### config.mk
export PLATFORM = sky130hd
export DESIGN_NAME = id_ex_stage_reg
export DESIGN_NICKNAME = d
export VERILOG_FILES = /design/src/rtl/id_ex_stage_reg.sv
export SDC_FILE = /design/constraint.sdc
export NUM_CORES = 1
export LEC_CHECK = 0
export ABC_CLOCK_PERIOD_IN_PS = 6700
export CAP_MARGIN = 25
export CORE_MARGIN = 2
export CORE_UTILIZATION = 35
export CTS_CLUSTER_DIAMETER = 200
export DETAILED_ROUTE_END_ITERATION = 8
export PLACE_DENSITY = 0.73
export REMOVE_ABC_BUFFERS = 1
export SLEW_MARGIN = 20
export SYNTH_ARGS = -nofsm -noshare
export SYNTH_HDL_FRONTEND = slang
export SYNTH_SLANG_ARGS = --single-unit
### constraint.sdc
create_clock -name clk -period 6.7 [get_ports clk]
set_input_delay 1.005 -clock clk [delete_from_list [all_inputs] [get_ports clk]]
set_output_delay 1.005 -clock clk [all_outputs]
set_load 0.03 [all_outputs]
### src/rtl/id_ex_stage_reg.sv
// ID/EX pipeline register for the 5-stage MIPS core.
// Captures decoded operands and controls and presents them to EX.
// Detects the lw -> dependent-instruction hazard that forwarding cannot cover.
// On that hazard it holds PC and IF/ID for one cycle and inserts a bubble.
// A branch/jump flush squashes the ID instruction and takes priority over a stall.

module id_ex_stage_reg #(
    parameter int CTRL_W = 8,
    parameter int DATA_W = 32,
    parameter int CNT_W  = 16
) (
    input  logic              clk,
    input  logic              rst,
    input  logic [4:0]        ID_rs,
    input  logic [4:0]        ID_rt,
    input  logic              ID_UsesRt,
    input  logic [4:0]        ID_WriteReg,
    input  logic [CTRL_W-1:0] ID_Ctrl,
    input  logic [DATA_W-1:0] ID_A,
    input  logic [DATA_W-1:0] ID_B,
    input  logic [DATA_W-1:0] ID_Imm,
    input  logic              Flush,
    output logic              PcWrite,
    output logic              IfIdWrite,
    output logic [4:0]        EX_rs,
    output logic [4:0]        EX_rt,
    output logic [4:0]        EX_WriteReg,
    output logic [CTRL_W-1:0] EX_Ctrl,
    output logic [DATA_W-1:0] EX_A,
    output logic [DATA_W-1:0] EX_B,
    output logic [DATA_W-1:0] EX_Imm,
    output logic [CNT_W-1:0]  StallCount
);

    // Position of MemRead inside the control bundle.
    localparam int MEM_READ_BIT = 1;

    logic hazard;
    logic stall;
    logic bubble;

    // Load-use detection: a load in EX whose nonzero destination is read by the ID instruction.
    always_comb begin
        hazard = 1'b0;
        if (EX_Ctrl[MEM_READ_BIT] && (EX_WriteReg != 5'd0)) begin
            hazard = (EX_WriteReg == ID_rs) || (ID_UsesRt && (EX_WriteReg == ID_rt));
        end
    end

    // A taken branch discards the ID instruction anyway, so it never needs to be held.
    assign stall     = hazard && !Flush;
    assign bubble    = hazard || Flush;
    assign PcWrite   = !stall;
    assign IfIdWrite = !stall;

    // Pipeline register: zero everything for a bubble so EX never writes, accesses memory or forwards.
    // NOTE: sequential state uses non-blocking (<=) so every register samples pre-edge values.
    always_ff @(posedge clk or posedge rst) begin
        if (rst) begin
            EX_rs       <= '0;
            EX_rt       <= '0;
            EX_WriteReg <= '0;
            EX_Ctrl     <= '0;
            EX_A        <= '0;
            EX_B        <= '0;
            EX_Imm      <= '0;
        end else if (bubble) begin
            EX_rs       <= '0;
            EX_rt       <= '0;
            EX_WriteReg <= '0;
            EX_Ctrl     <= '0;
            EX_A        <= '0;
            EX_B        <= '0;
            EX_Imm      <= '0;
        end else begin
            EX_rs       <= ID_rs;
            EX_rt       <= ID_rt;
            EX_WriteReg <= ID_WriteReg;
            EX_Ctrl     <= ID_Ctrl;
            EX_A        <= ID_A;
            EX_B        <= ID_B;
            EX_Imm      <= ID_Imm;
        end
    end

    // Performance counter of load-use stall cycles; sticks at all-ones instead of wrapping.
    always_ff @(posedge clk or posedge rst) begin
        if (rst) begin
            StallCount <= '0;
        end else if (stall && (StallCount != {CNT_W{1'b1}})) begin
            StallCount <= StallCount + CNT_W'(1);
        end
    end

endmodule

# Word level (Yosys, flattened, before mapping)
# Index checks and enable logic that the tools add are counted.
[word_totals]
regBits = 135
input_bits = 123
out_inout_bits = 137
wordCells = 29
[classes]
n_addsub = 1
eq_ne = 3
mux = 8
n_reduce_logical = 9
[op_table]
columns = ["operator", "n"]
rows = [
  ["$mux W32", 3],
  ["$add A16 B1 Y16 const B", 1],
  ["$ne A16 B16 Y1 const B", 1],
  ["$mux W5", 3],
  ["$eq A5 B5 Y1", 2],
  ["$mux W8", 1],
  ["$reduce_bool A5 Y1", 1],
  ["$logic_and A1 B1 Y1", 4],
  ["$logic_not A1 Y1", 2],
  ["$logic_or A1 B1 Y1", 2],
  ["$mux W1", 1],
]

# Logic depth before layout (Yosys ltp)
[depth]
depth_word = 6
depth_mapped = 7
mapped_depth_nobuf = 6

# Worst setup path before layout
# Ideal clock, no wire load.
[synth_timing]
kind = "input -> output"
startpoint = "input ID_rs[4]"
endpoint = "output PcWrite"
t_arrival_ns = 2.332
required_ns = 5.695
slack_ns = 3.363
path_stages = 6
path_cell_list = "xnor2_1 -> nand3_1 -> o22ai_1 -> buf_2 -> nand2_1 -> buf_4"
[synth_via]
elab_chain_cells = 5
[synth_lines]
columns = ["item", "line", "text"]
rows = [
  ["start, declared", "14", "input logic [4:0] ID_rs,"],
  ["$eq A5 B5 Y1", "46", "hazard = (EX_WriteReg == ID_rs) || (ID_UsesRt && (EX_WriteReg == ID_rt));"],
  ["$logic_or A1 B1 Y1", "46", ""],
  ["$mux W1", "45", "if (EX_Ctrl[MEM_READ_BIT] && (EX_WriteReg != 5'd0)) begin"],
  ["$logic_and A1 B1 Y1", "51", "assign stall = hazard && !Flush;"],
  ["$logic_not A1 Y1", "--", ""],
  ["end, declared", "23", "output logic PcWrite,"],
]
# No other way between the ends.

# Worst setup path in the final report
[layout_timing]
startpoint = "input ID_rs[0]"
endpoint = "output IfIdWrite"
[layout_via]
elab_chain_cells = 5
[layout_lines]
columns = ["item", "line", "text"]
rows = [
  ["$eq A5 B5 Y1", "46", ""],
  ["$logic_or A1 B1 Y1", "46", ""],
  ["$mux W1", "45", ""],
  ["$logic_and A1 B1 Y1", "51", ""],
  ["$logic_not A1 Y1", "54", "assign IfIdWrite = !stall;"],
  ["end, declared", "24", "output logic IfIdWrite,"],
]
# No other way between the ends.

==> run_results.csv <==
group,metric,value,unit
clock_tree,cts_sinks,135,
pwr,power_density,261,mW/mm²
clock_tree,tritoncts,"done",
sta,tightest_slew,0.859,ns
finish,nFillCells,1058,
critical_path,path_class,"in2out",
global_routing,gr-usage-all-layers,18.0,%
yosys,syn_area,0.00481,mm²
global_routing,grt_pass1_wl,20000,µm
clock_tree,postCtsSetupBuffers,0,
detailed_routing,drtIter0Drc,216,
sta,setup_violations,0,
global_routing,grt_antenna_before_repair,0,
finish,nets,741,
min_path,hold_path.class,"reg2reg",
detailed_routing,dr.pass1.iters,4,
clock_tree,clkLatencyLatePin,0.41,ns
finish,layout-drive-gt1-share,8.89,%
sta,maxClockFrequency,254,MHz
yosys,synthCells,351,
clock_tree,cts.path.max_buffers,2,
pwr,p_leak,3.52,nW
detailed_routing,drc,0,
sta,clock_skew,0.00686,ns
die,die_w,121,µm
critical_path,arrival,2.93,ns
sta,finalSetupTns,0,ns
clock_tree,cts_resized,0,
critical_path,cp-end-kind,"output pin",
detailed_routing,via_count,3500,
clock_tree,cts_made_buffers,17,
clock_tree,cts.clk_slew.worst_paths,0.06,ns
clock_tree,htreeDepth,4,
yosys,synth.area.top_cells,"dfrtp_1, and2_1, xnor2_1",
sta,post-route-min-period,3.93,ns
sta,grt_setup_unrepaired,"false",
run,cap_violations,0,
clock_tree,cts-root-buf,"clkbuf_16",
yosys,async_flop_share,100,%
finish,layout_commonest_cell,"clkdlybuf4s50_1",
die,rows,42,
yosys,yosysSeqAreaShare,70.3,%
place,place_ws,2.78,ns
die,core_area,0.0133,mm²
yosys,avgSynthCellArea,13.7,µm²
detailed_routing,wl_per_cell,15.7,µm
outcome,status,"completed",
global_routing,grt-ovfl-total,0,
yosys,synth_top_area_share,70.3,%
pwr,irDropWorstVdd,0.181,mV
die,fp.dieH,121,µm
finish,antenna_cells,0,
sta,drv_slew,0,
detailed_routing,drtAntennaViolNets,0,
detailed_routing,vias_per_cell,4.34,
yosys,ys_types,29,
sta,slew_headroom,42.3,%
yosys,yosys.area.top_type,"dfrtp_1",
yosys,synth-main-ff-cell,"dfrtp_1",
sta,setup_slack,2.77,ns
yosys,synth_warnings,0,
die,start_util,36.0,%
place,dp_hpwl,9100,µm
yosys,synth_edf_count,0,
sta,hold_viol_final,0,
finish,seq_area,0.00338,mm²
yosys,yosys_register_bits,135,
critical_path,critPathRequiredTime,5.69,ns
place,gp_congestion,0.779,
clock_tree,hold_buffers,0,
die,die_area,0.0147,mm²
detailed_routing,wl,12700,µm
finish,final_cell_mix,"clkdlybuf4s50_1, dfrtp_1, and2_1",
global_routing,grt_max_degree,81,
place,io_buffer_count,259,
die,num_io_pins,260,
critical_path,crit_fanout,17,
sta,period_share,58.7,%
critical_path,critPathLaunchType,"primary input",
global_routing,grt_pass1_vias,3801,
finish,syn2layout_area_growth,69.8,%
finish,multi_input_area,0.00134,mm²
-- kinds of logic (layout without fill, tap and decap cells) --
| family | count (synthesis) | after routing | share of synthesized area [%] |
|---|---|---|---|
| compound gates | 3 | 3 | 0.651 |
| simple gates | 169 | 169 | 21.8 |
| flops | 135 | 135 | 70.3 |
| mux | 3 | 3 | 0.781 |
| buf+inv | 17 | 296 | 2.03 |
| xor+xnor | 23 | 23 | 4.19 |
| fa+ha+maj | 1 | 1 | 0.260 |
-- stage by stage --
stage	cell area, µm²	hold WS [ns]	power, W	instances	utilization, %
finish	8160	0.546	0.00213	806	61.2
global route	8160	0.565	0.00221	806	61.2
CTS	8160	0.550	0.00215	806	61.2
detailed placement	7560	0.529	0.00121	774	56.7
global placement	7560	0.514	0.00120	774	56.7
floorplan	4720	0.680	0.00103	336	-
-- final cells by class --
type / count / share of cell area [%]
Clock buffer: 20 / 5.47
Clock inverter: 12 / 1.85
Inverter: 2 / 0.153
Multi-Input combinational cell: 199 / 16.4
Sequential cell: 135 / 41.4
Tap cell: 176 / 2.70
Timing Repair Buffer: 262 / 32.0
-- layer usage --
layer | up-vias | GRT usage, % | wire length [µm]
met5 | - | 0 | 0
met4 | 0 | 7.54 | 242
met3 | 20 | 9.02 | 1380
met2 | 179 | 30.3 | 6420
met1 | 1656 | 19.0 | 4650
li1 | 1645 | - | -
-- synth_stat cells, types with 3 or more instances --
cell type and instances:
and2_1 105, and2_2 15, and3_1 3, clkbuf_2 11
dfrtp_1 135, nand2_1 7, nand3_1 12, nand4_1 9
nor2_1 5, nor4_1 3, xnor2_1 22
-- final timing paths --
check | from | endpoint | slack [ns] | cells after the start
worst min-delay path | StallCount[13]$_DFFE_PP0P_ | StallCount[13]$_DFFE_PP0P_ | 0.55 | 1
min in group asynchronous | rst | EX_B[31]$_DFF_PP0_ | 1.06 | 2
max in group asynchronous | rst | EX_Imm[21]$_DFF_PP0_ | 4.35 | 3
worst min register to register | StallCount[13]$_DFFE_PP0P_ | StallCount[13]$_DFFE_PP0P_ | 0.55 | 1
worst max register to register | EX_WriteReg[1]$_DFF_PP0_ | EX_WriteReg[3]$_DFF_PP0_ | 3.80 | 6
worst max-delay path | ID_rs[0] | IfIdWrite | 2.77 | 7
-- state kept, by name, indices dropped and copies added (netlist names) --
signal / cells
EX_A: 32
EX_B: 32
EX_Ctrl: 8
EX_Imm: 32
EX_WriteReg: 5
EX_rs: 5
EX_rt: 5
StallCount: 16
-- report_power, final --
group	total [W]	switching (W)	internal [W]
clock network	0.000940	0.000346	0.000594
logic	0.000316	0.000157	0.000159
registers	0.000874	0.0000174	0.000856
total	0.00213	0.000521	0.00161
-- worst max-delay path, stage by stage --
cell and delay, ns:
clkdlybuf4s50_1 0.51, xnor2_1 0.14, nand3_1 0.09, o22ai_1 0.21
buf_4 0.27, nand2_1 0.10, clkdlybuf4s50_1 0.60
(Power assumes the default switching activity.)
